## src/rtl/mac_psum_requant_if.sv

```systemverilog
`default_nettype none
// +----------------------------------------------------------------------------+
// | Module      : mac_psum_requant_if                                          |
// | Description : Bus bundle between the adder tree / config source and the    |
// |               partial-sum accumulate + requantize stage.                   |
// |   master : drives clr, cfg_len, cfg_shift, cfg_relu, bias, vld_i, din;     |
// |            observes vld_o, dout, sum_o                                     |
// |   slave  : the requant stage (mirror image of master)                      |
// | Revision    : 1.0 - initial release                                        |
// +----------------------------------------------------------------------------+
interface mac_psum_requant_if #(
  parameter int IN_W  = 22,
  parameter int ACC_W = 32,
  parameter int OUT_W = 8
);
  logic                    clr;
  logic [7:0]              cfg_len;
  logic [4:0]              cfg_shift;
  logic                    cfg_relu;
  logic signed [ACC_W-1:0] bias;
  logic                    vld_i;
  logic signed [IN_W-1:0]  din;
  logic                    vld_o;
  logic signed [OUT_W-1:0] dout;
  logic signed [ACC_W-1:0] sum_o;

  modport master (
    output clr, cfg_len, cfg_shift, cfg_relu, bias, vld_i, din,
    input  vld_o, dout, sum_o
  );

  modport slave (
    input  clr, cfg_len, cfg_shift, cfg_relu, bias, vld_i, din,
    output vld_o, dout, sum_o
  );
endinterface
`default_nettype wire

```

## src/rtl/mac_psum_requant.sv

```systemverilog
`default_nettype none
// +----------------------------------------------------------------------------+
// | Module      : mac_psum_requant                                             |
// | Description : Accumulates cfg_len signed partial sums into one channel     |
// |               value, adds a bias, then rounds/shifts, optional ReLU and    |
// |               saturates to OUT_W. Two register stages after the last beat. |
// |   clk  : clock, rising edge                                                |
// |   rst  : synchronous active-high reset                                     |
// |   bus  : slave side of mac_psum_requant_if (config, beats in, result out)  |
// | Revision    : 1.0 - initial release                                        |
// +----------------------------------------------------------------------------+
module mac_psum_requant #(
  parameter int IN_W  = 22,
  parameter int ACC_W = 32,
  parameter int OUT_W = 8
) (
  input  logic                  clk,
  input  logic                  rst,
  mac_psum_requant_if.slave     bus
);

  localparam logic signed [ACC_W:0] c_out_max = (ACC_W+1)'((1 << (OUT_W-1)) - 1);
  localparam logic signed [ACC_W:0] c_out_min = -c_out_max - (ACC_W+1)'(1);

  // Group accumulation stage
  logic [7:0]              cnt_q, cnt_d;
  logic [ACC_W-1:0]        acc_q, acc_d;
  logic [7:0]              len_q, len_d;
  logic [4:0]              shift_q, shift_d;
  logic                    relu_q, relu_d;
  // Stage 1: completed group sum
  logic [ACC_W-1:0]        grp_sum_q, grp_sum_d;
  logic                    grp_vld_q, grp_vld_d;
  // Stage 2: requantized output
  logic                    vld_q, vld_d;
  logic [OUT_W-1:0]        dout_q, dout_d;
  logic [ACC_W-1:0]        sum_q, sum_d;

  logic [ACC_W-1:0]        din_ext;
  logic                    first_beat;
  logic                    last_beat;
  logic [7:0]              cfg_len_eff;
  logic [7:0]              len_cur;
  logic [7:0]              cnt_cur;
  logic [ACC_W-1:0]        acc_next;
  logic signed [ACC_W:0]   sum_wide;
  logic signed [ACC_W:0]   rnd;
  logic signed [ACC_W:0]   shifted;
  logic signed [ACC_W:0]   rq;
  logic [OUT_W-1:0]        dout_sat;

  always_comb begin
    din_ext     = {{(ACC_W-IN_W){bus.din[IN_W-1]}}, bus.din};
    // clr makes this cycle look like the start of a fresh group, so a
    // coincident beat becomes the first beat of the new group.
    first_beat  = bus.clr || (cnt_q == 8'd0);
    cfg_len_eff = (bus.cfg_len == 8'd0) ? 8'd1 : bus.cfg_len;
    len_cur     = first_beat ? cfg_len_eff : len_q;
    cnt_cur     = first_beat ? 8'd0 : cnt_q;
    acc_next    = first_beat ? (bus.bias + din_ext) : (acc_q + din_ext);
    last_beat   = bus.vld_i && (cnt_cur == (len_cur - 8'd1));

    cnt_d     = cnt_cur;
    acc_d     = acc_q;
    len_d     = len_q;
    shift_d   = shift_q;
    relu_d    = relu_q;
    grp_sum_d = grp_sum_q;
    grp_vld_d = 1'b0;

    if (bus.vld_i) begin
      acc_d = acc_next;
      cnt_d = last_beat ? 8'd0 : (cnt_cur + 8'd1);
      if (first_beat) begin
        len_d   = cfg_len_eff;
        shift_d = bus.cfg_shift;
        relu_d  = bus.cfg_relu;
      end
      if (last_beat) begin
        grp_sum_d = acc_next;
        grp_vld_d = 1'b1;
      end
    end

    // Stage 2 reads shift_q/relu_q while the group is still in stage 1; a
    // following group can only overwrite them at the same edge that
    // registers this result, so the values seen here belong to this group.
    // One extra bit keeps the rounding add from overflowing.
    sum_wide = {grp_sum_q[ACC_W-1], grp_sum_q};
    rnd      = (ACC_W+1)'(1) << (shift_q - 5'd1);
    shifted  = (sum_wide + rnd) >>> shift_q;
    rq       = (shift_q == 5'd0) ? sum_wide : shifted;
    if (relu_q && (rq < 0)) begin
      rq = '0;
    end
    dout_sat = rq[OUT_W-1:0];
    if (rq > c_out_max) begin
      dout_sat = c_out_max[OUT_W-1:0];
    end else if (rq < c_out_min) begin
      dout_sat = c_out_min[OUT_W-1:0];
    end

    vld_d  = grp_vld_q;
    dout_d = grp_vld_q ? dout_sat : dout_q;
    sum_d  = grp_vld_q ? grp_sum_q : sum_q;
  end

  always_ff @(posedge clk) begin
    if (rst) begin
      cnt_q     <= '0;
      acc_q     <= '0;
      len_q     <= 8'd1;
      shift_q   <= '0;
      relu_q    <= 1'b0;
      grp_sum_q <= '0;
      grp_vld_q <= 1'b0;
      vld_q     <= 1'b0;
      dout_q    <= '0;
      sum_q     <= '0;
    end else begin
      cnt_q     <= cnt_d;
      acc_q     <= acc_d;
      len_q     <= len_d;
      shift_q   <= shift_d;
      relu_q    <= relu_d;
      grp_sum_q <= grp_sum_d;
      grp_vld_q <= grp_vld_d;
      vld_q     <= vld_d;
      dout_q    <= dout_d;
      sum_q     <= sum_d;
    end
  end

  assign bus.vld_o = vld_q;
  assign bus.dout  = dout_q;
  assign bus.sum_o = sum_q;

endmodule
`default_nettype wire
```

## src/flat_wrapper.sv

```systemverilog
// flat-port wrapper written by rule: the top's interface ports become plain ports
module mac_psum_requant_flat 
#(
  parameter int IN_W  = 22,
  parameter int ACC_W = 32,
  parameter int OUT_W = 8
)
  (clk, rst, bus_clr, bus_cfg_len, bus_cfg_shift, bus_cfg_relu, bus_bias, bus_vld_i, bus_din, bus_vld_o, bus_dout, bus_sum_o);
  mac_psum_requant_if #(.IN_W(IN_W), .ACC_W(ACC_W), .OUT_W(OUT_W)) bus_i ();
  input  logic clk;
  input  logic rst;
  input wire logic [$bits(bus_i.clr)-1:0] bus_clr;
  input wire logic [$bits(bus_i.cfg_len)-1:0] bus_cfg_len;
  input wire logic [$bits(bus_i.cfg_shift)-1:0] bus_cfg_shift;
  input wire logic [$bits(bus_i.cfg_relu)-1:0] bus_cfg_relu;
  input wire logic [$bits(bus_i.bias)-1:0] bus_bias;
  input wire logic [$bits(bus_i.vld_i)-1:0] bus_vld_i;
  input wire logic [$bits(bus_i.din)-1:0] bus_din;
  output wire logic [$bits(bus_i.vld_o)-1:0] bus_vld_o;
  output wire logic [$bits(bus_i.dout)-1:0] bus_dout;
  output wire logic [$bits(bus_i.sum_o)-1:0] bus_sum_o;
  assign bus_i.clr = bus_clr;
  assign bus_i.cfg_len = bus_cfg_len;
  assign bus_i.cfg_shift = bus_cfg_shift;
  assign bus_i.cfg_relu = bus_cfg_relu;
  assign bus_i.bias = bus_bias;
  assign bus_i.vld_i = bus_vld_i;
  assign bus_i.din = bus_din;
  assign bus_vld_o = bus_i.vld_o;
  assign bus_dout = bus_i.dout;
  assign bus_sum_o = bus_i.sum_o;
  mac_psum_requant #(.IN_W(IN_W), .ACC_W(ACC_W), .OUT_W(OUT_W)) u_core (.clk(clk), .rst(rst), .bus(bus_i));
endmodule
```

## config.mk

```make
export PLATFORM = sky130hd
export DESIGN_NAME = mac_psum_requant_flat
export DESIGN_NICKNAME = d
export VERILOG_FILES = /design/src/rtl/mac_psum_requant_if.sv /design/src/rtl/mac_psum_requant.sv /design/src/flat_wrapper.sv
export SDC_FILE = /design/constraint.sdc
export NUM_CORES = 1
export LEC_CHECK = 0
export CORE_AREA = 2 2 159 161
export DETAILED_ROUTE_END_ITERATION = 10
export DIE_AREA = 0 0 161 163
export PLACE_DENSITY_LB_ADDON = 0.25
export SYNTH_ARGS = -nofsm -noshare
export SYNTH_HDL_FRONTEND = slang
export SYNTH_SLANG_ARGS = --single-unit
```

## constraint.sdc

```tcl
create_clock -name clk -period 7.6 [get_ports clk]
set_input_delay 1.14 -clock clk [delete_from_list [all_inputs] [get_ports clk]]
set_output_delay 1.14 -clock clk [all_outputs]
set_load 0.03 [all_outputs]
```

==> results_dict.tcl, run 1 <==
set metrics [dict create \
    fp-row-count 58 \
    start_util_pct 48.8 \
    io_pins 113 \
    diodes 0 \
    fmax_mhz 152 \
    synth-main-ff-cell "dfxtp_1" \
    cap_violations 0 \
    cts_max_level 4 \
    syn-num-nets 1786 \
    grt_max_degree 62 \
    place_congestion 1.00 \
    die_area_sq_mm 0.0262 \
    p_leak_nw 5.75 \
    layout-drive-gt1-share_pct 7.54 \
    finalHoldViolCount 0 \
    place.port_buffers 112 \
    cts_setup_buffers 0 \
    ys_seq_area_share_pct 21.3 \
    grt_overflow 0 \
    tns_ps 0 \
    grt_pass1_wl_microns 65900 \
    rrSetupSlack_ps 1020 \
    crit_type "reg2reg" \
    placed_cells 2023 \
    cts.sinks 128 \
    core_area_sq_mm 0.0247 \
    cts_buffer_depth 2 \
    route.vias.total 12700 \
    synth_area_leader_cell "dfxtp_1" \
    irDropWorstVdd_v 0.000120 \
    synthArstFlopShare_pct 0 \
    drc 0 \
    syn-instance-count 1647 \
    hold_buffers 0 \
    cp_data_arrival_time_ps 6840 \
    cts_buffers 17 \
    p_total_mw 2.13 \
    synthMuxAreaShare_pct 11.8 \
    fin_cells 2055 \
    slew_viol_final 0 \
    rsz0062_at_grt "false" \
    antenna_found_initial 0 \
    synth_edf_count 0 \
    synth_compound_area_share_pct 25.0 \
    syn2layout_area_growth_pct 16.4 \
    power.density_mw_per_mm2 152 \
    ys_warn_count 0 \
    synth_area_sq_mm 0.0120 \
    ant_nets 0 \
    synth-xor-area-share_pct 4.95 \
    wl_per_cell_microns 20.4 \
    status "complete, no violations" \
    drt-total-wl_microns 41900 \
    via_per_inst 6.18 \
    die_y_microns 163 \
    hold_path_class "reg2reg" \
    synthAdderAreaFrac_pct 7.09 \
    grt_use_total_pct 31.5 \
    path_max_fanout 41 \
    synth.distinct_cells 95 \
    required_ps 7860 \
    drt_pass1_iterations 7 \
    fin_skew_ps 13.7 \
    place_hpwl_microns 32200 \
    post_cts_resized 0 \
    path_clk_slew_ps 60 \
    synth_top_area_share_pct 21.3 \
    grt_pass1_vias 12300 \
    drt_iter0_markers 1206 \
    avgSynthCellArea_sq_um 7.30 \
    slew_headroom_pct 34.7 \
    yosys.area_share.simple_pct 25.3 \
    fin_crit_ps 6580 \
    yosys-top-cells-area "dfxtp_1 21%, mux2i_1 8.9%, nor2_1 8.1%" \
    nets 1851 \
    die_w_microns 161 \
    synth-seq-cells 128 \
    setup-violations-final 0 \
    clock_insertion_delay_worst_skew_ps 410 \
    cts_tree "yes" \
    cts-root-buf "clkbuf_16" \
    pre_cts_slack_ps 1100 \
    finalCritPeriodShare_pct 86.6 \
    synth_top_family_by_area "simple AND/OR/NAND/NOR gates" \
    worst_pin_slew_ps 979 \
    end_kind "flop" \
    fin_ws_ps 1020 \
    critPathLaunchType "flop" \
]
layer usage:
layer | GRT usage, % | wire length, microns
met2 | 50.5 | 18500
met3 | 4.18 | 2780
met4 | 14.6 | 1830
met1 | 42.2 | 18700
met5 | 0 | 0
path summary, 6_finish.rpt:
path,startpoint,end,cells after the start
worst max-delay path,u_core.shift_q[4],u_core.bus.dout[4],19
worst min-delay path,u_core.len_q[1],u_core.len_q[1],2
worst max register to register,u_core.shift_q[4],u_core.bus.dout[4],19
worst min register to register,u_core.len_q[1],u_core.len_q[1],2
kinds of logic (layout without fill, tap and decap cells):
| logic type | Yosys count | count (layout) |
|---|---|---|
| simple gates | 689 | 689 |
| compound gates | 431 | 431 |
| mux | 132 | 132 |
| buf+inv | 132 | 210 |
| flops | 128 | 128 |
| xor+xnor | 68 | 68 |
| fa+ha+maj | 67 | 67 |
layout make-up:
cell class,count,area (sq um)
Timing Repair Buffer,148,1380
Tap cell,330,413
Fill cell,2345,10700
Multi-Input combinational cell,1387,8940
Clock buffer,18,429
Sequential cell,128,2560
Clock inverter,14,158
Inverter,30,113
where the power goes:
group          internal [mW]  total [mW]  switching, mW
combinational          0.237       0.591          0.355
clock                  0.489       0.815          0.326
sequential             0.700       0.719         0.0187
total                   1.43        2.13          0.699
layout by cell type (no fill, tap or decap), drive strengths merged, types with 25 or more instances in the layout:
cell / count
a21oi: 106
nor3: 40
ha: 65
o211ai: 26
dfxtp: 128
a21o: 25
inv: 33
a211oi: 32
nand3: 34
buf: 38
xnor2: 47
o21ai: 78
clkdlybuf4s50: 110
nand2: 232
mux2i: 107
nor2: 261
metrics by stage:
step           instance area, sq um  hold WS, ps  util, %
2_1_floorplan                 12000          436        -
3_3_place_gp                  13400          442     54.3
3_5_place_dp                  13400          450     54.3
4_1_cts                       14000          458     56.7
5_1_grt                       14000          497     56.7
6_report                      14000          459     56.7
worst max-delay path: stages (launching register included):
cell and delay [ps]:
dfxtp_1 310, buf_4 260, nor2_1 510, nand2_1 350, nor2_1 220, ha_1 290, nand2_1 100, o21ai_0 580
a21oi_1 220, o31ai_1 350, xnor2_1 270, mux2i_1 130, o21ai_0 670, o211ai_1 220, o211ai_1 230, o31ai_1 120
or4_1 540, or4_4 510, nor4_4 370, o22ai_1 150
registers in the layout, summed over array words and instances (netlist names):
register	count
u_core.grp_vld_q	1
u_core.shift_q	5
u_core.cnt_q	8
u_core.bus.vld_o	1
u_core.bus.dout	8
u_core.acc_q	32
u_core.bus.sum_o	32
u_core.relu_q	1
u_core.len_q	8
u_core.grp_sum_q	32
synth_stat cells (12+ instances only):
master and number:
a211oi_1 31, mux2_2 18, and2_1 15, nand2b_1 17, ha_1 65, nand2_1 232, buf_1 21, nor2b_1 16
xor2_1 21, xnor2_1 47, nand3_1 34, o22ai_1 14, dfxtp_1 128, a31oi_1 16, o21ai_0 65, nor2_1 261
o211ai_1 22, nand4_1 17, o21ai_1 12, inv_1 27, mux2i_1 107, nor3_1 40, a21o_1 25, a21oi_1 99
o21a_1 12, clkbuf_1 68
Power figures use the tool's default switching activity.
==> inputs of run 2 (changes only) <==
--- a/config.mk
+++ b/config.mk
@@ -5,9 +5,9 @@
 export SDC_FILE = /design/constraint.sdc
 export NUM_CORES = 1
 export LEC_CHECK = 0
-export CORE_AREA = 2 2 159 161
+export CORE_AREA = 2 2 189 135
 export DETAILED_ROUTE_END_ITERATION = 10
-export DIE_AREA = 0 0 161 163
+export DIE_AREA = 0 0 191 137
 export PLACE_DENSITY_LB_ADDON = 0.25
 export SYNTH_ARGS = -nofsm -noshare
 export SYNTH_HDL_FRONTEND = slang
==> constraint.sdc (replaced) <==
create_clock -name clk -period 5.4 [get_ports clk]
set_input_delay 0.81 -clock clk [delete_from_list [all_inputs] [get_ports clk]]
set_output_delay 0.81 -clock clk [all_outputs]
set_load 0.03 [all_outputs]
==> run 2 against run 1 <==
Effect of this change:
- the run now ends with negative setup slack left
- count of clock-buffer cells in the layout is 2 higher
- register-to-register slack worse by 1100 ps
- global-route usage is 4.3 points higher
- final cell count is 14% higher
- clock power is 55% higher
- utilization is 13 points higher
- critical path type unchanged
- largest cell class unchanged
- largest power group unchanged
==> results_dict.tcl, run 2 (synthesis results as in run 1) <==
set metrics [dict create \
    status "finished with violations" \
    grt_pass1_vias 13100 \
    finalHoldViolCount 0 \
    path_clk_slew_ps 60 \
    grt_use_total_pct 35.8 \
    min_from "u_core.len_q[1]" \
    irDropWorstVdd_v 0.000221 \
    die_area_sq_mm 0.0262 \
    hold_ws_ps 463 \
    crit_type "reg2reg" \
    required_ps 5690 \
    start_util_pct 49.5 \
    die_y_microns 137 \
    finalCritPeriodShare_pct 102 \
    critPathLaunchType "flop" \
    grt_overflow 0 \
    final_common_cell "buf_4" \
    cap_violations 0 \
    die_w_microns 191 \
    via_per_inst 6.08 \
    slew_headroom_pct 43.4 \
    io_pins 113 \
    worst_pin_slew_ps 849 \
    cts_buffer_depth 2 \
    fin_ws_ps -90.3 \
    ant_nets 0 \
    p_leak_nw 7.38 \
    place_congestion 1.03 \
    grt_pass1_wl_microns 72300 \
    route.vias.total 14200 \
    drt-total-wl_microns 47900 \
    fp-row-count 48 \
    wl_per_cell_microns 20.5 \
    startpoint "u_core.shift_q[1]" \
    timing.rr.start "u_core.shift_q[1]" \
    cts_buffers 17 \
    cts_tree "yes" \
    setup-violations-final 7 \
    antenna_found_initial 0 \
    fin_skew_ps 10.0 \
    nets 2138 \
    cts.sinks 128 \
    grt_max_degree 77 \
    layout-drive-gt1-share_pct 26.1 \
    cts_max_level 4 \
    failed_checks "negative setup slack" \
    cp_data_arrival_time_ps 5780 \
    layout_common_cells "318 x buf_4, 249 x nor2_1, 219 x nand2_1, 122 x dfxtp_1, 109 x clkdlybuf4s50_1" \
    hold_path_class "reg2reg" \
    power.density_mw_per_mm2 194 \
    drt_pass1_iterations 6 \
    path_max_fanout 7 \
    diodes 0 \
    rsz0062_at_grt "true" \
    fmax_mhz 182 \
    fin_crit_ps 5490 \
    drc 0 \
    syn2layout_area_growth_pct 40.8 \
    core_area_sq_mm 0.0243 \
    fin_cells 2337 \
    place_hpwl_microns 37000 \
    hold_buffers 0 \
    slew_viol_final 0 \
    clock_insertion_delay_worst_skew_ps 430 \
    end_kind "flop" \
    placed_cells 2287 \
    drt_iter0_markers 1442 \
    cts-root-buf "clkbuf_16" \
    place.port_buffers 112 \
    post-route-util_pct 69.6 \
]
-- run 2: changes by cell type in the layout (fill, tap and decap cells not counted), sizes merged --
cell and change:
buf +287, bufinv +2, clkbuf +2, clkdlybuf4s50 -1
clkinv -5, clkinvlp +3, dlymetal6s2s +1, inv -2
-- run 2: final cells by class --
class / instances / area, sq um
multi-input combinational: 1387 / 9620
fill: 2087 / 7390
timing repair buffer: 435 / 3580
sequential: 128 / 2570
clock buffer: 20 / 457
tap: 325 / 407
clock inverter: 12 / 181
inverter: 30 / 119
-- run 2: layer usage --
metal	vias up	GRT usage [%]	share of wire, %
li1	6678	-	-
met1	6713	51.0	45
met2	752	52.7	42
met3	76	9.33	11
met4	0	10.3	2.7
met5	-	0	0
-- run 2: repair_timing --
| action | 4_1_cts | 5_1_grt |
|---|---|---|
| buffers inserted | 5 | 13 |
| gates resized for setup | 48 | 96 |
| endpoints found under the hold margin | 0 | 0 |
| pin swaps | 26 | 35 |
| endpoints found under the setup margin | 7 | 20 |
-- run 2: final timing paths --
kind / end / slack, ps / cells after the start
max reg2reg: u_core.bus.dout[0] / -90 / 23
max: u_core.bus.dout[0] / -90 / 23
min reg2reg: u_core.len_q[1] / 460 / 2
min: u_core.len_q[1] / 460 / 2
-- run 2: where the power goes --
group | total, mW | internal (mW) | leakage [nW] | switching [mW]
combinational | 1.01 | 0.440 | 6.04 | 0.569
sequential | 1.01 | 0.985 | 1.04 | 0.0277
clock | 1.26 | 0.800 | 0.299 | 0.462
-- run 2: critical path, stage by stage (launching register included) --
cell and delay (ps):
dfxtp_4 440, buf_4 150, nand2_4 110, buf_4 160
nor2_1 120, ha_1 300, and2_1 200, a22o_1 180
a31o_1 220, buf_4 150, o21ai_1 140, buf_4 180
o2111ai_4 180, a31oi_2 250, xnor2_1 120, mux4_2 510
nand2b_4 170, o221ai_2 170, nand2_1 100, or4_4 550
or4_4 510, nor4_4 170, buf_6 190, o22ai_2 90
-- run 2: through the flow --
stage | setup WS [ps] | instance area (sq um) | power, mW | TNS (ps)
after global placement | -241 | 15500 | 1.95 | -2870
after detailed placement | -276 | 15500 | 1.96 | -3220
after floorplan | -231 | 12300 | 1.61 | -1440
after CTS | 30.0 | 16400 | 3.23 | 0
after global routing | -179 | 16900 | 3.41 | -1030
final | -90.3 | 16900 | 3.29 | -485
